===== config.mk =====
export PLATFORM = sky130hd
export DESIGN_NAME = if_fetch_unit
export DESIGN_NICKNAME = d
export VERILOG_FILES = /design/src/rtl/if_fetch_unit.sv
export SDC_FILE = /design/constraint.sdc
export NUM_CORES = 1
export LEC_CHECK = 0
export CAP_MARGIN = 20
export CORE_MARGIN = 1
export CORE_UTILIZATION = 47
export CTS_CLUSTER_DIAMETER = 200
export CTS_CLUSTER_SIZE = 24
export DETAILED_ROUTE_END_ITERATION = 12
export PLACE_DENSITY = 0.84
export SKIP_CTS_REPAIR_TIMING = 1
export SLEW_MARGIN = 20
export SYNTH_ARGS = -nofsm -noshare
export SYNTH_HDL_FRONTEND = slang
export SYNTH_SLANG_ARGS = --single-unit

===== constraint.sdc =====
create_clock -name clk -period 4.65 [get_ports clk]
set_clock_uncertainty 0.15 [all_clocks]
set_input_delay 0.465 -clock clk [delete_from_list [all_inputs] [get_ports clk]]
set_output_delay 0.465 -clock clk [all_outputs]
set_load 0.03 [all_outputs]

===== src/rtl/if_fetch_unit.sv =====
// ---------------------------------------------------------------------------
// if_fetch_unit
//   Instruction-fetch front end. Owns the program counter, presents the word
//   address to the asynchronous instruction ROM and captures the returned
//   instruction into the IF/ID pipeline register. A two-state fetch FSM
//   (RUN/HALT) handles stalls, flushes, EX-stage redirects and traps on
//   misaligned redirect targets.
//
// Ports
//   clk              rising-edge clock
//   reset            asynchronous, active-high reset
//   i_stall          hold PC and IF/ID
//   i_flush          replace the instruction entering IF/ID with a bubble
//   i_branch_taken   EX-stage redirect request
//   i_branch_target  redirect byte address
//   IMEM_address     word index into IMEM, combinational from PC
//   Instruction      IMEM read data for IMEM_address (same cycle)
//   o_IF_ID_pc       PC of the registered instruction
//   o_IF_ID_pc4      that PC + 4
//   o_IF_ID_instr    registered instruction
//   o_IF_ID_valid    1 = real instruction, 0 = bubble
//   o_fetch_halted   FSM is in HALT
//   o_misaligned_exc sticky misaligned-redirect flag, cleared only by reset
// ---------------------------------------------------------------------------
module if_fetch_unit #(
  parameter int unsigned          PC_WIDTH  = 32,
  parameter logic [PC_WIDTH-1:0]  RESET_PC  = 32'h0000_0000,
  parameter logic [31:0]          NOP_INSTR = 32'h0000_0013
) (
  input  logic                clk,
  input  logic                reset,
  input  logic                i_stall,
  input  logic                i_flush,
  input  logic                i_branch_taken,
  input  logic [PC_WIDTH-1:0] i_branch_target,
  output logic [PC_WIDTH-1:0] IMEM_address,
  input  logic [31:0]         Instruction,
  output logic [PC_WIDTH-1:0] o_IF_ID_pc,
  output logic [PC_WIDTH-1:0] o_IF_ID_pc4,
  output logic [31:0]         o_IF_ID_instr,
  output logic                o_IF_ID_valid,
  output logic                o_fetch_halted,
  output logic                o_misaligned_exc
);

  typedef enum logic {RUN = 1'b0, HALT = 1'b1} state_t;

  state_t                state_q, state_d;
  logic [PC_WIDTH-1:0]   pc_q, pc_d;
  logic [PC_WIDTH-1:0]   ifid_pc_q, ifid_pc_d;
  logic [PC_WIDTH-1:0]   ifid_pc4_q, ifid_pc4_d;
  logic [31:0]           ifid_instr_q, ifid_instr_d;
  logic                  ifid_valid_q, ifid_valid_d;
  logic                  misaligned_q, misaligned_d;
  logic [PC_WIDTH-1:0]   pc_plus4;

  // Natural wrap modulo 2^PC_WIDTH: 0xFFFF_FFFC + 4 = 0.
  assign pc_plus4     = pc_q + PC_WIDTH'(4);
  assign IMEM_address = {2'b00, pc_q[PC_WIDTH-1:2]};

  always_comb begin
    state_d      = state_q;
    pc_d         = pc_q;
    ifid_pc_d    = ifid_pc_q;
    ifid_pc4_d   = ifid_pc4_q;
    ifid_instr_d = ifid_instr_q;
    ifid_valid_d = ifid_valid_q;
    misaligned_d = misaligned_q;

    unique case (state_q)
      RUN: begin
        if (i_branch_taken) begin
          // The instruction in flight is wrong-path, so a redirect always
          // bubbles IF/ID and takes priority over a stall.
          if (i_branch_target[1:0] == 2'b00) begin
            pc_d = i_branch_target;
          end else begin
            misaligned_d = 1'b1;
            state_d      = HALT;
          end
          ifid_pc_d    = pc_q;
          ifid_pc4_d   = pc_plus4;
          ifid_instr_d = NOP_INSTR;
          ifid_valid_d = 1'b0;
        end else if (i_stall) begin
          if (i_flush) begin
            ifid_pc_d    = pc_q;
            ifid_pc4_d   = pc_plus4;
            ifid_instr_d = NOP_INSTR;
            ifid_valid_d = 1'b0;
          end
        end else begin
          pc_d       = pc_plus4;
          ifid_pc_d  = pc_q;
          ifid_pc4_d = pc_plus4;
          if (i_flush) begin
            ifid_instr_d = NOP_INSTR;
            ifid_valid_d = 1'b0;
          end else begin
            ifid_instr_d = Instruction;
            ifid_valid_d = 1'b1;
          end
        end
      end
      HALT: begin
        // Frozen until reset; keep feeding bubbles downstream.
        ifid_pc_d    = pc_q;
        ifid_pc4_d   = pc_plus4;
        ifid_instr_d = NOP_INSTR;
        ifid_valid_d = 1'b0;
      end
      default: state_d = RUN;
    endcase
  end

  always_ff @(posedge clk or posedge reset) begin
    if (reset) begin
      state_q      <= RUN;
      pc_q         <= RESET_PC;
      ifid_pc_q    <= RESET_PC;
      ifid_pc4_q   <= RESET_PC + PC_WIDTH'(4);
      ifid_instr_q <= NOP_INSTR;
      ifid_valid_q <= 1'b0;
      misaligned_q <= 1'b0;
    end else begin
      state_q      <= state_d;
      pc_q         <= pc_d;
      ifid_pc_q    <= ifid_pc_d;
      ifid_pc4_q   <= ifid_pc4_d;
      ifid_instr_q <= ifid_instr_d;
      ifid_valid_q <= ifid_valid_d;
      misaligned_q <= misaligned_d;
    end
  end

  assign o_IF_ID_pc       = ifid_pc_q;
  assign o_IF_ID_pc4      = ifid_pc4_q;
  assign o_IF_ID_instr    = ifid_instr_q;
  assign o_IF_ID_valid    = ifid_valid_q;
  assign o_fetch_halted   = (state_q == HALT);
  assign o_misaligned_exc = misaligned_q;

endmodule


Word-level counts from Yosys, hierarchy flattened:

Cells that the tools add are included.
Widths: inputs -> output; s select.

* add/sub/neg operators: 1
* equal/unequal tests: 3
* multiplexer cells: 24
* bitwise logic cells: 2
* reduce and logical (&&, ||, !) cells: 3

Operator list (number)
* $mux 32: 13
* $pmux 32 s2: 3
* $add 32x3->32 const B: 1
* $mux 1: 7
* $reduce_and 3->1: 2
* $ne 2x1->1 const B: 2
* $ne 4x4->1 const B: 1
* $logic_not 2->1: 1
* $not 1->1: 2
* $pmux 1 s2: 1

* flip-flop bits (word level): 131
* output and inout bits: 131
* logic and storage cells: 40

Logic depth before layout (Yosys ltp):

* depth after elaboration: 5
* gate-level depth with buffers: 8
* depth with buffers taken out: 5

Worst setup path before layout:

No wires, ideal clock.

* path kind: register -> register
* start: register pc_q[2]
* end: register pc_q[28]
* arrival: 1906 ps
* data required time: 4358 ps
* slack: 2453 ps
* stages on the path, launching flop included: 7
* period minus slack after synthesis: 2197 ps
* cells stage by stage: dfrtp_1 ha_1 and3_1 nand4_2 buf_2 o311ai_0 o211ai_1

* cells in the longest elaborated chain, start to end: 3

RTL lines
* from (decl): RTL line 49 `logic [PC_WIDTH-1:0] pc_q, pc_d;`
* from (signal assigned): RTL line 127 `pc_q <= pc_d;`
* $add 32x3->32: RTL line 58 `assign pc_plus4 = pc_q + PC_WIDTH'(4);`
* $mux 32: RTL line 85 `end else if (i_stall) begin`
* $mux 32: RTL line 72 `if (i_branch_taken) begin`

No other way between the ends. The select of a mux whose other input is x is not followed.
A chain may end at the register's enable or synchronous reset.

Worst setup path after layout:

* start: input i_branch_target[1]
* end: register pc_q[23]

* cells in the longest elaborated chain, start to end: 3

RTL lines
* from (decl): RTL line 35 `input logic [PC_WIDTH-1:0] i_branch_target,`
* $logic_not 2->1: RTL line 75 `if (i_branch_target[1:0] == 2'b00) begin`
* $ne 2x1->1 (no line)
* $reduce_and 3->1 (no line)

No other way between the ends.

==> run_results.csv <==
group,metric,value,unit
outcome,outcome,"finished clean",
timing,hold_viol,0,
floorplanning,dieArea,0.0143,mm²
clock_network,cts_sinks,129,
worst_setup_path,crit_chain,"clkdlybuf4s50_1, o21ai_0, and3b_1, buf_4, mux2_2, nand3_1",
layout,n_antenna_cell,0,
floorplanning,die_w,120,µm
global_routing,antenna_found_initial,0,
worst_setup_path,worstSetupEndpointType,"flip-flop",
clock_network,clockBufferDepth,2,
timing,fin_tns_setup,0,ns
route,wl,18.2,mm
synthesis,synth-async-reset-ratio,100,%
synthesis,synth.avg_cell_area,9.53,µm²
route,postRouteAntennaNets,0,
min_path,hold_start,"o_IF_ID_pc[19]",
synthesis,ys_ff_latch,129,
floorplanning,fp.dieH,120,µm
synthesis,synth_area,0.00650,mm²
clock_network,numCtsBuffers,17,
layout,final_common_cell,"clkdlybuf4s50_1",
worst_setup_path,r2r-start,"pc_q[2]",
worst_setup_path,critical_path_required,4.85,ns
run,maxCapViolCount,0,
global_routing,grt_pass1_wl,29.6,mm
layout,final_util,68.0,%
route,vias_per_cell,5.64,
layout,layout-drive-gt1-share,7.12,%
timing,max-slew-margin-rel,31.1,%
pwr,pwr-share-clk,45.0,%
pwr,power_frac_seq,38.4,%
route,firstDrtPassIters,5,
place,gp_congestion,0.805,
worst_setup_path,arrival,2.81,ns
clock_network,clk_pin_slew,0.06,ns
layout,layout.nets,914,
pwr,powerDensity,370,mW/mm²
worst_setup_path,cp_slowest_cell,"and3b_1",
route,drc_errors,0,
clock_network,h-tree-depth,4,
timing,min_period_over_period,56.1,%
clock_network,ctsRootBufferMaster,"clkbuf_16",
synthesis,synth.area.top_cells,"dfrtp_1 (48%), nand2_1 (7.5%), mux2i_1 (6.8%), nor2_1 (3.2%), o21ai_0 (3.0%)",
floorplanning,ios,200,
route,drt_iter0_markers,466,
timing,slew_violations,0,
place,numPortBuffers,197,
clock_network,tritoncts,"yes",
layout,layout_common_cells,"clkdlybuf4s50_1 (195), nand2_1 (129), dfrtp_1 (125)",
global_routing,grt_pass1_vias,5687,
layout,syn_to_final_growth,39.7,%
timing,setup_viol,0,
timing,rsz0062_at_grt,"false",
min_path,hold_class,"flip-flop to flip-flop",
route,routedWlPerCell,17.6,µm
pwr,combPwrFrac,16.6,%
timing,fin_crit,2.61,ns
pwr,p_int,0.00244,W
synthesis,seq_area_frac_synth,49.8,%
synthesis,synth_ff_type,"dfrtp_1",
floorplanning,rows,42,
place,hpwlAfterDp,12.1,mm
route,via_count,5823,
synthesis,synth-edff-count,0,
worst_setup_path,cpPeakStageDelay,0.74,ns
synthesis,synth_cell_types,61,
worst_setup_path,path_buf_inv,2,
timing,tightest_slew,1.03,ns
pwr,power.net_switching,0.000920,W
global_routing,grt_max_degree,112,
worst_setup_path,crit_start,"i_branch_target[1]",
global_routing,grt_use_total,26.7,%
pwr,p_leak,3.64,nW
timing,max_clock_freq,383,MHz
synthesis,synth_area_leader_cell,"dfrtp_1",
worst_setup_path,worstSetupPathType,"input pin to flip-flop",
pwr,sw_frac_of_total,27.4,%
floorplanning,core,0.0133,mm²
worst_setup_path,cpLargestDelayFamily,"buffers and inverters",
synthesis,syn_inst,682,
clock_network,clock_latency,0.42,ns
worst_setup_path,crit_fanout,20,
synthesis,ys_warn_count,0,
pwr,peakVddDrop,0.304,mV
worst_setup_path,crit_path_start_kind,"input pin",
global_routing,overflow,0,
synthesis,synth_top_area_share,48.1,%
floorplanning,start_util,48.7,%
synth_stat cells (2+ instances only):
library cell	number
a22oi_1	5
and3_1	2
or4_1	15
nor3_1	8
nor2_1	55
o2bb2ai_1	6
nor4_1	7
a2bb2oi_1	2
nand3_1	32
xor2_1	2
o211ai_1	11
nor2b_1	3
and4_2	3
inv_1	9
buf_6	6
and2_1	10
nand2_1	130
o311ai_0	7
a311o_1	3
buf_2	10
clkbuf_2	2
mux2_2	2
or3_1	8
nand4_1	16
buf_1	2
clkbuf_8	2
o31ai_1	8
a21oi_1	8
buf_4	10
and4_1	6
clkbuf_1	28
nand2b_1	3
a22o_1	2
o21ai_0	39
mux2i_1	44
dfstp_2	4
or4b_1	3
dfrtp_1	125
xnor2_1	11
a31oi_1	12
per-layer routing:
metal	track usage (%)	part of all wire, %
met3	7.75	8.3
met1	34.3	42
met2	41.8	47
met5	0	0
met4	12.3	2.7
state kept, by name (all words and copies together), names as in the netlist:
signal,count
o_IF_ID_pc,32
o_IF_ID_valid,1
o_misaligned_exc,1
pc_q,32
o_fetch_halted,1
o_IF_ID_instr,32
o_IF_ID_pc4,30
path summary, 6_finish.rpt:
check,end,slack [ns],cells after the start
max,pc_q[23],2.04,6
max reg2reg,pc_q[24],2.05,5
max in group asynchronous,o_IF_ID_pc[24],3.09,3
min in group asynchronous,o_IF_ID_instr[6],0.41,2
min reg2reg,o_IF_ID_pc[19],0.31,2
min,o_IF_ID_pc[19],0.31,2
cells by family after synthesis:
group	after synthesis	share of synthesized area [%]
other	1	0.0577
AO/OA/AOI/OAI	109	11.0
flip-flops	129	49.8
multiplexers	46	7.12
XOR/XNOR	13	1.75
AND/OR/NAND/NOR	312	24.0
buffers and inverters	71	6.05
adder cells (fa/ha/maj)	1	0.193
stage by stage:
| stage | hold slack (ns) | power [W] | setup WS, ns | cells | cell area (µm²) |
|---|---|---|---|---|---|
| after global placement | 0.298 | 0.00186 | 1.67 | 1000 | 8380 |
| final | 0.313 | 0.00336 | 2.04 | 1033 | 9080 |
| after floorplan | 0.288 | 0.00162 | 0.601 | 683 | 6500 |
| after CTS | 0.319 | 0.00339 | 2.09 | 1032 | 9050 |
| after global routing | 0.329 | 0.00348 | 1.91 | 1033 | 9080 |
| after detailed placement | 0.306 | 0.00187 | 1.62 | 1000 | 8380 |
power groups by stage:
stage          sequential [W]  combinational [W]  clock, W
4_1_cts               0.00129           0.000561   0.00154
3_3_place_gp          0.00131           0.000550         0
6_report              0.00129           0.000557   0.00151
3_5_place_dp          0.00131           0.000558         0
2_1_floorplan         0.00142           0.000196         0
5_1_grt               0.00131           0.000596   0.00158
worst min-delay path, cell delays in order (launching register included):
cell and delay [ns]:
dfrtp_1 0.34, nand2_1 0.05, nand2_1 0.05
final cells by class:
class / count / area (µm²)
repair buffers: 204 / 2030
well taps: 176 / 220
clock buffers: 20 / 467
flip-flops and latches: 129 / 3230
inverters: 9 / 41.3
multi-input cells: 483 / 2880
fillers: 1073 / 4270
clock inverters: 12 / 204
Power figures use the tool's default switching activity.
